**src/rtl/timer_pkg.sv**
```systemverilog
// Shared types and defaults for the countdown timer slice.
// Latency: n/a (declarations only).
// Backpressure: n/a.
package timer_pkg;

    localparam int DEF_WIDTH = 16;

    typedef enum logic [1:0] {
        ST_IDLE  = 2'd0,
        ST_RUN   = 2'd1,
        ST_PAUSE = 2'd2,
        ST_DONE  = 2'd3
    } state_e;

endpackage

```
**src/rtl/countdown_timer_if.sv**
```systemverilog
// Control/status bundle between a timer client and countdown_timer.
// Latency: n/a (wires only).
// Backpressure: none; commands are single-cycle strobes or levels.
interface countdown_timer_if #(
    parameter int WIDTH = 16
);
    logic [WIDTH-1:0] load_val;
    logic             start;
    logic             pause;
    logic             stop;
    logic             auto_reload;
    logic [WIDTH-1:0] count;
    logic             busy;
    logic             expired;
    logic             done;

    // Client side: issues commands, observes status.
    modport master (
        output load_val, start, pause, stop, auto_reload,
        input  count, busy, expired, done
    );

    // Timer side: consumes commands, drives status.
    modport slave (
        input  load_val, start, pause, stop, auto_reload,
        output count, busy, expired, done
    );
endinterface

```
**src/rtl/tick_sync.sv**
```systemverilog
// Synchronises an asynchronous tick and emits a one-cycle pulse per rising edge.
// Latency: SYNC_STAGES+1 clk edges from async_in rise to pulse consumption.
// Backpressure: none; pulses are not queued, falling edges are ignored.
module tick_sync #(
    parameter int SYNC_STAGES = 2
) (
    input  logic clk,
    input  logic arst,
    input  logic async_in,
    output logic pulse_out
);
    logic [SYNC_STAGES-1:0] sync_q;
    logic                   prev_q;

    // Synchroniser chain followed by the edge-detect history flop; both clear with arst.
    always_ff @(posedge clk or negedge arst) begin
        if (!arst) begin
            sync_q <= '0;
            prev_q <= 1'b0;
        end else begin
            sync_q <= {sync_q[SYNC_STAGES-2:0], async_in};
            prev_q <= sync_q[SYNC_STAGES-1];
        end
    end

    assign pulse_out = sync_q[SYNC_STAGES-1] & ~prev_q;
endmodule

```
**src/rtl/countdown_timer.sv**
```systemverilog
// Programmable down-counter on a synchronised divided-clock timebase, one-shot or periodic.
// Latency: commands act on the next clk edge; expired is registered one cycle after the final tick.
// Backpressure: none; ticks arriving in PAUSE are dropped, stop beats start beats pause beats tick.
module countdown_timer
    import timer_pkg::*;
#(
    parameter int WIDTH       = DEF_WIDTH,
    parameter int SYNC_STAGES = 2
) (
    input  logic             clk,
    input  logic             arst,
    input  logic             tick_in,
    countdown_timer_if.slave ctl
);
    localparam logic [WIDTH-1:0] ONE = WIDTH'(1);

    state_e           state_q, state_d;
    logic [WIDTH-1:0] count_q, count_d;
    logic [WIDTH-1:0] reload_q, reload_d;
    logic             mode_q, mode_d;
    logic             expired_q, expired_d;
    logic             busy_q, done_q;
    logic             tick_evt;

    tick_sync #(.SYNC_STAGES(SYNC_STAGES)) u_tick_sync (
        .clk      (clk),
        .arst     (arst),
        .async_in (tick_in),
        .pulse_out(tick_evt)
    );

    // Next-state, counter and expiry decision in priority order stop > start > pause > tick.
    always_comb begin
        state_d   = state_q;
        count_d   = count_q;
        reload_d  = reload_q;
        mode_d    = mode_q;
        expired_d = 1'b0;
        if (ctl.stop) begin
            state_d = ST_IDLE;
            count_d = '0;
        end else if (ctl.start) begin
            if (ctl.load_val != '0) begin
                count_d  = ctl.load_val;
                reload_d = ctl.load_val;
                mode_d   = ctl.auto_reload;
                state_d  = ST_RUN;
            end else begin
                // Zero terminal count expires straight away without needing a tick.
                count_d   = '0;
                expired_d = 1'b1;
                state_d   = ST_DONE;
            end
        end else begin
            unique case (state_q)
                ST_RUN: begin
                    if (ctl.pause) begin
                        state_d = ST_PAUSE;
                    end else if (tick_evt) begin
                        if (count_q > ONE) begin
                            count_d = count_q - ONE;
                        end else if (count_q == ONE) begin
                            expired_d = 1'b1;
                            if (mode_q) begin
                                count_d = reload_q;
                            end else begin
                                count_d = '0;
                                state_d = ST_DONE;
                            end
                        end
                    end
                end
                ST_PAUSE: begin
                    if (!ctl.pause) begin
                        state_d = ST_RUN;
                    end
                end
                ST_DONE: begin
                    count_d = '0;
                end
                default: begin
                end
            endcase
        end
    end

    // State, counter and registered status outputs.
    always_ff @(posedge clk or negedge arst) begin
        if (!arst) begin
            state_q   <= ST_IDLE;
            count_q   <= '0;
            reload_q  <= '0;
            mode_q    <= 1'b0;
            expired_q <= 1'b0;
            busy_q    <= 1'b0;
            done_q    <= 1'b0;
        end else begin
            state_q   <= state_d;
            count_q   <= count_d;
            reload_q  <= reload_d;
            mode_q    <= mode_d;
            expired_q <= expired_d;
            busy_q    <= (state_d == ST_RUN) || (state_d == ST_PAUSE);
            done_q    <= (state_d == ST_DONE);
        end
    end

    assign ctl.count   = count_q;
    assign ctl.busy    = busy_q;
    assign ctl.expired = expired_q;
    assign ctl.done    = done_q;
endmodule

```
**src/flat_wrapper.sv**
```systemverilog
// flat-port wrapper written by rule: the top's interface ports become plain ports
module countdown_timer_flat import timer_pkg::*;
#(
    parameter int WIDTH       = DEF_WIDTH,
    parameter int SYNC_STAGES = 2
)
  (clk, arst, tick_in, ctl_load_val, ctl_start, ctl_pause, ctl_stop, ctl_auto_reload, ctl_count, ctl_busy, ctl_expired, ctl_done);
  countdown_timer_if #(.WIDTH(WIDTH)) ctl_i ();
  input  logic clk;
  input  logic arst;
  input  logic tick_in;
  input wire logic [$bits(ctl_i.load_val)-1:0] ctl_load_val;
  input wire logic [$bits(ctl_i.start)-1:0] ctl_start;
  input wire logic [$bits(ctl_i.pause)-1:0] ctl_pause;
  input wire logic [$bits(ctl_i.stop)-1:0] ctl_stop;
  input wire logic [$bits(ctl_i.auto_reload)-1:0] ctl_auto_reload;
  output wire logic [$bits(ctl_i.count)-1:0] ctl_count;
  output wire logic [$bits(ctl_i.busy)-1:0] ctl_busy;
  output wire logic [$bits(ctl_i.expired)-1:0] ctl_expired;
  output wire logic [$bits(ctl_i.done)-1:0] ctl_done;
  assign ctl_i.load_val = ctl_load_val;
  assign ctl_i.start = ctl_start;
  assign ctl_i.pause = ctl_pause;
  assign ctl_i.stop = ctl_stop;
  assign ctl_i.auto_reload = ctl_auto_reload;
  assign ctl_count = ctl_i.count;
  assign ctl_busy = ctl_i.busy;
  assign ctl_expired = ctl_i.expired;
  assign ctl_done = ctl_i.done;
  countdown_timer #(.WIDTH(WIDTH), .SYNC_STAGES(SYNC_STAGES)) u_core (.clk(clk), .arst(arst), .tick_in(tick_in), .ctl(ctl_i));
endmodule
```
**config.mk**
```make
export PLATFORM = sky130hd
export DESIGN_NAME = countdown_timer_flat
export DESIGN_NICKNAME = d
export VERILOG_FILES = /design/src/rtl/timer_pkg.sv /design/src/rtl/countdown_timer_if.sv /design/src/rtl/tick_sync.sv /design/src/rtl/countdown_timer.sv /design/src/flat_wrapper.sv
export SDC_FILE = /design/constraint.sdc
export NUM_CORES = 1
export LEC_CHECK = 0
export CAP_MARGIN = 30
export CORE_ASPECT_RATIO = 0.9
export CORE_UTILIZATION = 30
export CTS_CLUSTER_DIAMETER = 40
export CTS_CLUSTER_SIZE = 8
export DETAILED_ROUTE_END_ITERATION = 10
export PLACE_DENSITY = 0.61
export SLEW_MARGIN = 40
export SYNTH_ARGS = -nofsm -noshare
export SYNTH_HDL_FRONTEND = slang
export SYNTH_SLANG_ARGS = --single-unit
```
**constraint.sdc**
```tcl
create_clock -name clk -period 2.53 [get_ports clk]
set_input_delay 0.506 -clock clk [delete_from_list [all_inputs] [get_ports clk]]
set_output_delay 0.506 -clock clk [all_outputs]
set_load 0.01 [all_outputs]
```
## Yosys cells after proc, flatten, opt, wreduce, memory -nomap -nowiden

Index checks and enable logic that the tools add are counted.

| cells by class | value |
|---|---|
| reductions and logical operators | 5 |
| order comparisons | 1 |
| equality and inequality tests | 10 |
| bitwise operators | 3 |
| add/sub/neg operators | 1 |
| multiplexer cells | 27 |

Operators by type and width:

| cell | count |
|---|---|
| 16-bit two-way mux | 8 |
| 16-bit case mux with 2 select lines | 1 |
| 2-bit two-way mux | 9 |
| 16-bit by 1-bit equality test with 1-bit output, second input constant | 1 |
| 16-bit by 1-bit greater-than comparator with 1-bit output, second input constant | 1 |
| 16-bit nonzero test | 1 |
| 16-bit by 1-bit subtractor with 16-bit output, second input constant | 1 |
| 2-bit equality test, second input constant | 4 |
| 1-bit two-way mux | 8 |
| 5-bit by 3-bit inequality test with 1-bit output, second input constant | 1 |
| 2-bit by 1-bit equality test with 1-bit output, second input constant | 2 |
| 4-bit by 3-bit inequality test with 1-bit output, second input constant | 1 |
| 4-bit inequality test, second input constant | 1 |
| 2-bit case mux with 2 select lines | 1 |
| 4-bit AND reduction | 1 |
| 4-bit nonzero test | 1 |
| 3-bit AND reduction | 1 |
| 1-bit inverter | 2 |
| 1-bit bitwise AND | 1 |
| 1-bit logical OR | 1 |

| word-level totals | value |
|---|---|
| word-level logic and storage cells | 56 |
| output and inout bits | 19 |
| bits in registers | 41 |

## Logic depth before layout (Yosys ltp)

| depth | value |
|---|---|
| depth after elaboration | 10 |
| mapped depth | 8 |
| gate-level depth less buffers | 7 |

## Hierarchy

A second synthesis with hierarchy kept.

| unflattened totals | value |
|---|---|
| cells, all modules | 263 |
| area, all modules | 2357.3 sq um |

By module, submodules not included:

| module | seq. area each (sq um) | cells each | instances | area each (sq um) |
|---|---|---|---|---|
| countdown_timer | 950.9 | 259 | 1 | 2268.4 |
| tick_sync | 75.1 | 4 | 1 | 88.8 |

## Worst setup path after synthesis

OpenSTA, ideal clock, no wires.

| timing path | value |
|---|---|
| path kind | register to register |
| from | register u_core.count_q[7], in the netlist u_core.ctl.count[7] |
| to | register u_core.busy_q, in the netlist u_core.ctl.busy |
| required time | 2.404 ns |
| cell stages (with the launch flop) | 8 |
| period minus slack after synthesis | 2.296 ns |
| arrival | 2.170 ns |
| slack | 0.234 ns |
| buffers on the path | 1 |
| setup time | 0.126 ns |
| cell sequence | dfrtp_1 > or4_1 > buf_6 > nor4b_4 > and3_1 > o21ai_0 > a21oi_1 > ha_1 |

| between the ends | value |
|---|---|
| cells in the longest elaborated chain, start to end | 10 |
| elaborated cells between the ends (all ways) | 12 |
| those cells by class | order compare: 1; eq/ne: 3; mux: 7; reduce/logical: 1 |

RTL lines:

| element | line | source |
|---|---|---|
| start: declaration | countdown_timer.sv:18 | `logic [WIDTH-1:0] count_q, count_d;` |
| start signal: assignment | countdown_timer.sv:99 | `count_q <= count_d;` |
| branches (longest 2 deep; another with 16-bit by 1-bit greater-than comparator with 1-bit output) | n/a |  |
| 2-bit two-way mux (*) | countdown_timer.sv:60 | `if (count_q > ONE) begin` |
| 2-bit two-way mux (*) | countdown_timer.sv:59 | `end else if (tick_evt) begin` |
| 2-bit two-way mux (*) | countdown_timer.sv:57 | `if (ctl.pause) begin` |
| 2-bit case mux with 2 select lines (*) | countdown_timer.sv:55 | `unique case (state_q)` |
| 2-bit two-way mux (*) | countdown_timer.sv:42 | `end else if (ctl.start) begin` |
| 2-bit two-way mux (*) | countdown_timer.sv:39 | `if (ctl.stop) begin` |
| via u_core.state_d[0] | countdown_timer.sv:17 | `state_e state_q, state_d;` |
| 2-bit by 1-bit equality test with 1-bit output / 2-bit equality test (equally long branches) | countdown_timer.sv:103 | `busy_q <= (state_d == ST_RUN) \|\| (state_d == ST_PAUSE);` |
| 1-bit logical OR (*) | countdown_timer.sv:103 |  |
| end signal: assignment | countdown_timer.sv:103 |  |
| end: declaration | countdown_timer.sv:22 | `logic busy_q, done_q;` |

Mark *: on every way through the listed nets, which the timed path passes.
A chain may end at the register's enable or synchronous reset.

## Worst setup path in the final report

| timing path | value |
|---|---|
| from | register u_core.count_q[0], in the netlist u_core.ctl.count[0] |
| to | register u_core.count_q[14], in the netlist u_core.ctl.count[14] |

| between the ends | value |
|---|---|
| cells in the longest elaborated chain, start to end | 7 |
| elaborated cells between the ends (all ways) | 11 |
| those cells by class | add/sub: 1; order compare: 1; eq/ne: 2; mux: 6; reduce/logical: 1 |

RTL lines:

| element | line |
|---|---|
| 16-bit by 1-bit subtractor with 16-bit output / 16-bit by 1-bit greater-than comparator with 1-bit output (equally long branches) | countdown_timer.sv:61, countdown_timer.sv:60 |
| 16-bit two-way mux | countdown_timer.sv:60 |
| 16-bit two-way mux | countdown_timer.sv:59 |
| 16-bit two-way mux | countdown_timer.sv:57 |
| 16-bit case mux with 2 select lines | countdown_timer.sv:55 |
| 16-bit two-way mux | countdown_timer.sv:42 |
| 16-bit two-way mux | countdown_timer.sv:39 |

Several ways; a longest one is shown, not always the timed one. The select of a mux whose other input is x is not followed.

==> flow_summary.json <==
{
  "pwr_density_cell_nw_per_um2": 550.7,
  "layout-drive-gt1-share": 0.1481,
  "buffer_ports.inserted": 41,
  "placement.cell_area_um2": 3004,
  "power_switching_mw": 0.5294,
  "power_frac_seq": 0.456,
  "floorplan.initialDensity": 0.3095,
  "critPathKind": "reg2reg",
  "hold_buffers": 0,
  "number_of_enable_type_register_cells_in_the_synthesized_netlist": 0,
  "dominant_register_cell_in_the_synthesized_netlist": "dfrtp_1",
  "finalSetupViolations": 0,
  "final_design_area_no_fill_um2": 3107,
  "first_pass_grt_wire_length_um": 11160,
  "startpoint_type": "flop",
  "timing.fmax_mhz": 417.7,
  "antenna_found_initial": 0,
  "cts_resized": 0,
  "insertion_delay_of_the_later_clocked_pin_in_the_worst_skew_pair_ps": 300,
  "post-cts-setup-buffers": 0,
  "async_flop_share": 1.000,
  "synth_cell_type_count": 45,
  "total_negative_setup_slacks_ps": 0,
  "post_drt_via_cell_ratio": 5.326,
  "synthesis_stage_register_bit_count": 41,
  "sw_frac_of_total": 0.3095,
  "placementRows": 30,
  "postSynthAreaPerCell_um2": 9.006,
  "syn_area_um2": 2323,
  "htree_levels": 2,
  "finalCriticalPeriod_ps": 2394,
  "status": "finished clean",
  "timing.final.crit_share": 0.9463,
  "internal_dissipation_mw": 1.181,
  "areaGrowthSynthToFinish_pct": 33.71,
  "cts.path.max_buffers": 2,
  "drc": 0,
  "drt-wirelength-per-cell_um": 16.02,
  "cp.arrival_ps": 2610,
  "routed_wirelength_um": 6730,
  "drv_slew": 0,
  "n_fill_cell": 775,
  "die_height_um": 85.49,
  "regArea_um2": 1027,
  "rsz0062_at_grt": "false",
  "max-slew-margin-rel": 0.5525,
  "cp_max_fo": 6,
  "yosys_warnings": 0,
  "hold_viol": 0,
  "ant_nets": 0,
  "netlist_top_cells_area": "dfrtp_1 (44%), nand2_1 (9.4%), a41oi_1 (3.8%)",
  "worstSetupEndpointType": "flop",
  "clock_power_share": 0.259,
  "cts_tree": "yes",
  "fin_util": 0.4138,
  "grt_max_degree": 20,
  "die-area_um2": 8101,
  "cts.root.buffer_cell": "clkbuf_8",
  "ys_seq_area_frac": 0.4416,
  "cts.sink_count": 41,
  "finalNetCount": 353,
  "post-synth-top-area-cell": "dfrtp_1",
  "max_slew.worst_pin.slew_ps": 671.3,
  "placeableCoreArea_um2": 7507,
  "clock_transition_time_at_the_flip_flop_clock_pins_of_the_worst_setup_and_hold_paths_ps": 80,
  "power.static_leakage_nw": 1.369,
  "total_overflow_reported_by_the_global_router": 0,
  "drt_first_pass_iters": 4,
  "ioPinCount": 42,
  "n_antenna_cell": 0,
  "power_frac_comb": 0.286,
  "place_hpwl_um": 5132,
  "timing.max_cap.violations": 0,
  "initialDrtViolationCount": 131,
  "die-width_um": 94.77,
  "finalClockSkew_ps": 10.00,
  "vias": 2237,
  "cp_data_required_time_ps": 2740,
  "synth.top_cell.area_share": 0.4416,
  "worstHoldPathType": "in2async",
  "routabilityCongestion": 0.8440,
  "vdd_ir_drop_max_mv": 0.2243,
  "syn-num-nets": 287,
  "grt_pass1_vias": 2192,
  "grtUsageTotal": 0.1802,
  "cts-buffers-inserted": 5,
  "multiInputGateArea_um2": 1212,
  "syn_inst": 258
}
## critical path, stage by stage (launching register included)
cell	delay, ps
dfrtp_2	450
inv_1	90
ha_1	160
buf_4	120
or4b_2	650
nor4b_4	250
xnor2_1	80
or3_1	300
a41oi_1	200
## cell usage in the layout (no fill, tap or decap), types with 2 or more instances in the layout
cell             count
a21o_1               3
a21oi_1              6
a221o_1              3
a31oi_1              6
a41oi_1             10
and2_1               4
buf_4               30
clkbuf_8             6
clkdlybuf4s50_1     40
dfrtp_1             40
ha_1                 6
inv_1                8
mux2i_1              4
nand2_1             58
nand2b_1             2
nand3_1              5
nand4_1              8
nor2_1              18
nor3_1               6
nor4_1               7
nor4b_4              2
o21a_1               2
o21ai_0              6
o22ai_1              2
or2_2                3
or3_1                4
or4_1                4
or4b_2               2
xnor2_1              7
xor2_1               5
## cells in the mapped netlist (all sizes together), types with 5 or more instances
| library cell | count |
|---|---|
| a21oi | 6 |
| a31oi | 6 |
| a41oi | 10 |
| buf | 6 |
| clkbuf | 6 |
| dfrtp | 41 |
| ha | 6 |
| inv | 8 |
| nand2 | 58 |
| nand3 | 5 |
| nand4 | 8 |
| nor2 | 18 |
| nor3 | 6 |
| nor4 | 8 |
| o21ai | 7 |
| xnor2 | 7 |
| xor2 | 5 |
## metrics by stage
| stage | total power [mW] | cells | hold slack [ps] | setup WS (ps) |
|---|---|---|---|---|
| after floorplan | 1.027 | 258 | 210.4 | 234.5 |
| after global placement | 1.262 | 413 | 333.6 | 171.1 |
| after detailed placement | 1.269 | 413 | 336.4 | 110.5 |
| after CTS | 1.712 | 420 | 160.9 | 79.17 |
| after global routing | 1.808 | 420 | 172.3 | 12.33 |
| final | 1.711 | 420 | 147.4 | 135.9 |
## sequential cells by signal, indices dropped and copies added, names as in the netlist
signal and count:
u_core.ctl.done 1, u_core.u_tick_sync.prev_q 1, u_core.mode_q 1, u_core.u_tick_sync.sync_q 2, u_core.ctl.count 16, u_core.state_q 2, u_core.ctl.expired 1, u_core.ctl.busy 1
u_core.reload_q 16
## final timing paths
path,start,to,slack [ps],depth (start not counted)
min,arst,u_core.reload_q[1],150,1
max,u_core.ctl.count[0],u_core.ctl.count[14],140,8
max reg2reg,u_core.ctl.count[0],u_core.ctl.count[14],140,8
min reg2reg,u_core.u_tick_sync.sync_q[0],u_core.u_tick_sync.sync_q[1],360,0
max in group asynchronous,arst,u_core.ctl.count[0],1800,2
min in group clk,u_core.u_tick_sync.sync_q[0],u_core.u_tick_sync.sync_q[1],360,0
## area by class of cell
type,instances,area share
repair buffers,71,0.2030
flip-flops and latches,41,0.3306
well taps,96,0.03866
clock buffers,7,0.02779
inverters,8,0.009666
multi-input cells,197,0.3903
## power by group through the flow
stage / registers, mW / logic (mW) / clock network [mW]
after floorplan: 0.805 / 0.222 / 0
after detailed placement: 0.790 / 0.479 / 0
final: 0.780 / 0.489 / 0.442
after global routing: 0.788 / 0.535 / 0.485
after global placement: 0.788 / 0.474 / 0
after CTS: 0.777 / 0.483 / 0.452
## logic make-up after synthesis
group / synth area share
buf+inv: 0.04308
flops: 0.4416
mux: 0.01723
xor+xnor: 0.04523
compound gates: 0.1330
fa+ha+maj: 0.03231
simple gates: 0.2876
## routing by layer
metal | global-route usage | vias to the layer above | wire length (um)
met5 | 0 | - | 0
met3 | 0.03546 | 10 | 314
li1 | - | 1060 | -
met4 | 0.04545 | 0 | 74
met2 | 0.2753 | 67 | 3086
met1 | 0.2606 | 1100 | 3255
No activity file was read; power rests on OpenSTA's default activity.
